## src/rtl/pwm_frame_loader.sv

```systemverilog
// pwm_frame_loader
//   Parses framed duty-cycle updates from the serial receive byte stream,
//   validates them with an XOR checksum, stages a good frame in a pending
//   bank and commits all channels together on the next PWM period boundary.
//
// Ports
//   clk          system clock
//   rst          asynchronous active-high reset
//   rx_data      received byte, valid while new_rx_data is high
//   new_rx_data  byte-valid flag, one byte consumed per rising edge
//   period_start one-cycle pulse from the PWM counter wrap
//   duty         active duty values, channel n at [n*DUTY_W +: DUTY_W]
//   busy         parser is not idle
//   pending      a validated frame waits for period_start
//   frame_ok     one-cycle pulse, frame accepted
//   frame_err    one-cycle pulse, frame rejected
//   err_count    saturating rejected-frame counter
//   dbg_state_o  parser state, for debug/observation
//
// Byte handshake: there is no back-pressure. A byte is taken exactly once,
// in the cycle where new_rx_data is high and was low the cycle before;
// holding new_rx_data high does not repeat the byte.
module pwm_frame_loader #(
  parameter int         NUM_CH      = 11,
  parameter int         DUTY_W      = 8,
  parameter logic [7:0] SYNC        = 8'hA5,
  parameter int         TIMEOUT_CYC = 50000
) (
  input  logic                     clk,
  input  logic                     rst,
  input  logic [7:0]               rx_data,
  input  logic                     new_rx_data,
  input  logic                     period_start,
  output logic [NUM_CH*DUTY_W-1:0] duty,
  output logic                     busy,
  output logic                     pending,
  output logic                     frame_ok,
  output logic                     frame_err,
  output logic [7:0]               err_count,
  output logic [1:0]               dbg_state_o
);

  localparam int IDX_W = (NUM_CH > 1) ? $clog2(NUM_CH) : 1;
  localparam int TMO_W = (TIMEOUT_CYC > 1) ? $clog2(TIMEOUT_CYC) : 1;

  typedef enum logic [1:0] {
    ST_IDLE    = 2'd0,
    ST_CMD     = 2'd1,
    ST_PAYLOAD = 2'd2,
    ST_CHECK   = 2'd3
  } state_e;

  state_e                    state_q, state_d;
  logic [IDX_W-1:0]          idx_q, idx_d;
  logic [7:0]                xor_q, xor_d;
  logic [TMO_W-1:0]          tmo_q, tmo_d;
  logic [NUM_CH*DUTY_W-1:0]  stage_q, stage_d;
  logic [NUM_CH*DUTY_W-1:0]  bank_q;
  logic [NUM_CH*DUTY_W-1:0]  duty_q;
  logic                      rx_prev_q;
  logic                      pending_q, pending_d;
  logic                      ok_q, ok_d;
  logic                      err_q, err_d;
  logic [7:0]                err_cnt_q;
  logic                      accept;
  logic                      commit;

  assign accept = new_rx_data & ~rx_prev_q;
  assign commit = period_start & pending_q;

  // Parser next-state
  always_comb begin
    state_d = state_q;
    idx_d   = idx_q;
    xor_d   = xor_q;
    stage_d = stage_q;
    ok_d    = 1'b0;
    err_d   = 1'b0;

    // Inter-byte timer only runs while a frame is open.
    if (accept || state_q == ST_IDLE) begin
      tmo_d = '0;
    end else begin
      tmo_d = tmo_q + TMO_W'(1);
    end

    if (state_q != ST_IDLE && !accept && tmo_q == TMO_W'(TIMEOUT_CYC - 1)) begin
      err_d   = 1'b1;
      state_d = ST_IDLE;
      idx_d   = '0;
      stage_d = '0;
      tmo_d   = '0;
    end else if (accept) begin
      unique case (state_q)
        ST_IDLE: begin
          if (rx_data == SYNC) state_d = ST_CMD;
        end
        ST_CMD: begin
          if (rx_data == 8'h01) begin
            state_d = ST_PAYLOAD;
            idx_d   = '0;
            xor_d   = rx_data;
          end else if (rx_data == 8'h00) begin
            state_d = ST_CHECK;
            stage_d = '0;
            xor_d   = rx_data;
          end else begin
            err_d   = 1'b1;
            state_d = ST_IDLE;
          end
        end
        ST_PAYLOAD: begin
          for (int n = 0; n < NUM_CH; n++) begin
            if (idx_q == IDX_W'(n)) stage_d[n*DUTY_W +: DUTY_W] = rx_data[DUTY_W-1:0];
          end
          xor_d = xor_q ^ rx_data;
          if (idx_q == IDX_W'(NUM_CH - 1)) begin
            state_d = ST_CHECK;
          end else begin
            idx_d = idx_q + IDX_W'(1);
          end
        end
        ST_CHECK: begin
          if (rx_data == xor_q) ok_d = 1'b1;
          else                  err_d = 1'b1;
          state_d = ST_IDLE;
        end
        default: state_d = ST_IDLE;
      endcase
    end
  end

  // A commit and a new validation on the same edge: the old bank goes to
  // duty while the new frame becomes pending for the following period.
  always_comb begin
    pending_d = commit ? 1'b0 : pending_q;
    if (ok_d) pending_d = 1'b1;
  end

  always_ff @(posedge clk or posedge rst) begin
    if (rst) begin
      state_q   <= ST_IDLE;
      idx_q     <= '0;
      xor_q     <= '0;
      tmo_q     <= '0;
      stage_q   <= '0;
      bank_q    <= '0;
      duty_q    <= '0;
      rx_prev_q <= 1'b0;
      pending_q <= 1'b0;
      ok_q      <= 1'b0;
      err_q     <= 1'b0;
      err_cnt_q <= '0;
    end else begin
      state_q   <= state_d;
      idx_q     <= idx_d;
      xor_q     <= xor_d;
      tmo_q     <= tmo_d;
      stage_q   <= stage_d;
      rx_prev_q <= new_rx_data;
      pending_q <= pending_d;
      ok_q      <= ok_d;
      err_q     <= err_d;
      if (ok_d)   bank_q <= stage_q;
      if (commit) duty_q <= bank_q;
      if (err_d && err_cnt_q != 8'hFF) err_cnt_q <= err_cnt_q + 8'd1;
    end
  end

  assign duty        = duty_q;
  assign busy        = (state_q != ST_IDLE);
  assign pending     = pending_q;
  assign frame_ok    = ok_q;
  assign frame_err   = err_q;
  assign err_count   = err_cnt_q;
  assign dbg_state_o = state_q;

endmodule
```

## config.mk

```make
export PLATFORM = sky130hd
export DESIGN_NAME = pwm_frame_loader
export DESIGN_NICKNAME = d
export VERILOG_FILES = /design/src/rtl/pwm_frame_loader.sv
export SDC_FILE = /design/constraint.sdc
export NUM_CORES = 1
export LEC_CHECK = 0
export CORE_MARGIN = 5
export CORE_UTILIZATION = 45
export DETAILED_ROUTE_END_ITERATION = 8
export PLACE_DENSITY = 0.75
export SYNTH_ARGS = -nofsm -noshare
export SYNTH_HDL_FRONTEND = slang
export SYNTH_SLANG_ARGS = --single-unit
```

## constraint.sdc

```tcl
create_clock -name clk -period 12.63 [get_ports clk]
set_input_delay 3.1575 -clock clk [delete_from_list [all_inputs] [get_ports clk]]
set_output_delay 3.1575 -clock clk [all_outputs]
set_load 0.005 [all_outputs]
```

==> metrics list <==
- After layout, the design draws a total of 2.08 mW.
- Clock tree synthesis selected as its root buffer the cell sky130_fd_sc_hd__clkbuf_16.
- Post_cts resized: 0
* Critical Path Max Stage Delay: 610 ps
- For the finished layout, the period the worst path requires is 5510 ps.
* Row count: 60
* Min-Delay Endpoint: tmo_q[0]$_DFF_PP0_
- Main combinational cell family by area after synthesis: multiplexers
* Fill cell instance count of the final layout: 2198
- Clock tree from TritonCTS: built
- Averaged over all synthesized cells, the footprint is 13.9 sq um.
* Fraction of final layout cells sized beyond drive strength 1: 0.199
- The worst setup path is launched from an input pin.
- The number of antenna diodes in the final layout is 0.
- From synthesis to final layout, the design area changed by 20.1%.
* Post-route ant nets: 0
- Post-CTS Setup Inserts: 0
- The clock passes through at most 3 buffers.
- The max-slew violation count was 0.
- The tightest hold path in the finished design has a slack of 466 ps.
* Area share of the leading cell type in the synthesized netlist: 0.623
* Fraction of met2 tracks used by global routing: 0.251
- For this run, design rule violations remaining after detail routing come to 0.
- The path class of the tightest hold or removal check is flop to flop.
- The number of global-route vias before repair came to 7386.
- The slowest stage of the critical path is the sky130_fd_sc_hd__and2_1 cell.
* Synthesized-area fraction occupied by adder cells: 0.0112
- In the routed layout, each cell is associated on average with a via count of 5.21.
- Setup violations remaining at the end of the flow were counted as 0.
- Unrepaired setup endpoints after global routing: false
- For the final routed database, the setup TNS stands at 0 ps.
- By area the synthesized netlist is led by sky130_fd_sc_hd__dfrtp_1 62%, sky130_fd_sc_hd__mux2_2 12%, sky130_fd_sc_hd__mux2_1 9.9%.
- Core occupancy in the finished layout: 0.547
* Die Y-Extent: 175 microns
- The setup check on the worst reg-to-reg path leaves a slack of 9570 ps.
- In the final layout, flip-flops and latches occupy 7660 sq um.
* Gr ovfl total: 0
- The worst register-to-register path ends at stage_q[46]$_DFFE_PP0P_.
- Starting DRT DRC Count: 379
* Maximum number of pins on one net before global-route repair: 164
- Commonest non-fill, non-tap cells in the layout: 306 x sky130_fd_sc_hd__dfrtp_1, 133 x sky130_fd_sc_hd__mux2_2, 113 x sky130_fd_sc_hd__clkdlybuf4s50_1
* Worst setup slack before clock tree synthesis: 6590 ps
- The clock drives 306 sinks.
- Placer congestion estimate: 0.826
- Required time worst endpoint: 13050 ps
- Critical path start-end classification: input pin to flop
* Total of warnings raised by yosys: 0
* Final critical-path setup slack: 7120 ps
- Nets in the synthesized netlist: 904
- Worst-path cell chain: clkdlybuf4s50_1 > nor4_1 > nand3_1 > o21ai_2 > and2_1 > a21oi_2 > mux2_1
- Post-cts hold buffer count: 0
- Number of H-tree levels: 1
* Post-layout instance count excluding filler cells: 1350
* Leak pwr: 7.26 nW
- Global route hottest layer: met2
* Global-route wire length before repair: 40.1 mm
* Synthesized area: 12300 sq um
- Run status: completed
- For this design the ratio of total power to cell area is 141 nW/um^2.
* Simple-gate share of the synthesized area: 0.0640
- After synthesis the netlist holds a flip-flop and latch count of 306.
* Post-route cell area: 14800 sq um
- The startpoint identified for the worst register-to-register timing path is dbg_state_o[0]$_DFFE_PP0P_.
- Most common library cell in the layout ignoring fill and taps: sky130_fd_sc_hd__dfrtp_1
* Worst path arrival time: 5930 ps
- During placement, the flow inserted port buffers numbering 113.
- Measured in cells, the most critical reg-to-reg path has a length of 7.
- After detailed placement, the total cell area comes to 13700 sq um.
- For this run, the register share of the synthesized area comes to 0.623.
- Yosys top cell by area: sky130_fd_sc_hd__dfrtp_1
* Area fraction in compound gates after synthesis: 0.0385
* Fin. Hold Viols: 0
- Xor-xnor portion of the synthesized cell area: 0.0221
- After floorplanning, the core was sized to cover 27000 sq um.
- For the worst-skew pair, the clock arrives at the later sink with an insertion delay of 550 ps.
* Final nets: 1009
- Area of the die: 30700 sq um
* Worst clock skew: 9.26 ps
- For met3 alone, demand over resource in global routing was 0.0357.
* Final wirelength: 23.9 mm
* Peak VDD IR: 95.9 uV
- Rel. slew slack: 0.240
- The worst setup path is captured at a flop.
- In the global route stage, overall resource usage came out at 0.158.
- Synthesized instance count: 881
- Once detailed placement completed, the half-perimeter wirelength came to 15.4 mm.
- Dividing the final minimum period by the clock period gives 0.436.
* Number of detailed-routing iterations run before antenna repair: 4
* Initial antenna violation count: 1
- Num ports: 114
- Min-Delay Startpoint: tmo_q[0]$_DFF_PP0_
- For this block, the via count after detailed routing is 7033.
- Share of cell area taken by muxes after synthesis: 0.221
- Clock-pin slew was measured on the worst setup and hold paths at 60 ps.
- GR Layer Usage met1: 0.221
* Actual transition at the worst max-transition pin: 1140 ps
* Average routed wire per standard cell: 17.7 microns
- Along the worst path, the maximum fanout reaches 8.
- Timing would allow up to 182 MHz.
* Die boundary width: 175 microns
* Placed cell count: 1294
* Unique masters post-synth: 44
- Initial core utilization: 0.456
- Counting instances, the worst hold path has a depth of 1.
- Footprint of the multi-input gates: 4400 sq um
- The tool flagged a number of max-cap violations equal to 0.
* CTS buffer count: 31
[area by class of cell]
cell class              instances  area share
repair buffers                117      0.0796
multi-input cells             521       0.298
well taps                     341      0.0289
inverters                       9     0.00280
clock buffers                  47      0.0628
flip-flops and latches        306       0.519
clock inverters                 9     0.00882
[metal layers]
layer / up-vias / wire length (microns)
met2: 144 / 11100
met4: 2 / 503
met5: - / 11
met3: 34 / 1350
li1: 3276 / -
met1: 3577 / 10900
[synthesized netlist by cell type (all sizes together)]
| master | n |
|---|---|
| a21o | 1 |
| a21oi | 25 |
| a22oi | 1 |
| and2 | 2 |
| and3 | 20 |
| and4 | 1 |
| buf | 29 |
| clkbuf | 16 |
| dfrtp | 306 |
| ha | 11 |
| inv | 9 |
| mux2 | 241 |
| nand2 | 69 |
| nand2b | 3 |
| nand3 | 18 |
| nand3b | 1 |
| nand4 | 7 |
| nor2 | 37 |
| nor2b | 3 |
| nor3 | 3 |
| nor3b | 1 |
| nor4 | 1 |
| nor4b | 1 |
| nor4bb | 1 |
| o21ai | 28 |
| o21bai | 1 |
| o221ai | 1 |
| o22ai | 8 |
| o31a | 1 |
| o31ai | 1 |
| o41ai | 2 |
| or4 | 1 |
| xnor2 | 23 |
| xor2 | 8 |
[flip-flops by register name (all words and copies together) (netlist names), 2 cells and up]
register / count
err_count: 8
idx_q: 4
duty: 88
tmo_q: 16
xor_q: 8
dbg_state_o: 2
bank_q: 88
stage_q: 88
[power breakdown]
part	total [mW]	internal, mW	switching [mW]
combinational	0.123	0.0535	0.0699
sequential	1.02	0.999	0.0208
clock	0.933	0.564	0.368
[how the worst max path moves through the flow]
stage / slack (ps) / to / startpoint / cells after the start
after floorplan: 1010 / bank_q[0]$_DFFE_PP0P_ / rst / 1
after global placement: 6670 / stage_q[41]$_DFFE_PP0P_ / rx_data[1] / 7
after detailed placement: 6590 / stage_q[43]$_DFFE_PP0P_ / rx_data[1] / 7
after CTS: 7160 / stage_q[43]$_DFFE_PP0P_ / rx_data[1] / 7
after global routing: 6950 / stage_q[81]$_DFFE_PP0P_ / new_rx_data / 6
final: 7120 / stage_q[46]$_DFFE_PP0P_ / rx_data[1] / 7
[cells by family after synthesis]
group | after synthesis
compound gates | 69
xor+xnor | 31
fa+ha+maj | 11
buf+inv | 54
flops | 306
mux | 241
simple gates | 169
[worst max-delay path, delay by kind of cell]
| family | cells | cell delay (ps) |
|---|---|---|
| buffers and inverters | 1 | 510 |
| and+or+nand+nor | 3 | 1340 |
| AOI/OAI and AO/OA | 2 | 530 |
| muxes | 1 | 390 |
(Power assumes the default switching activity.)
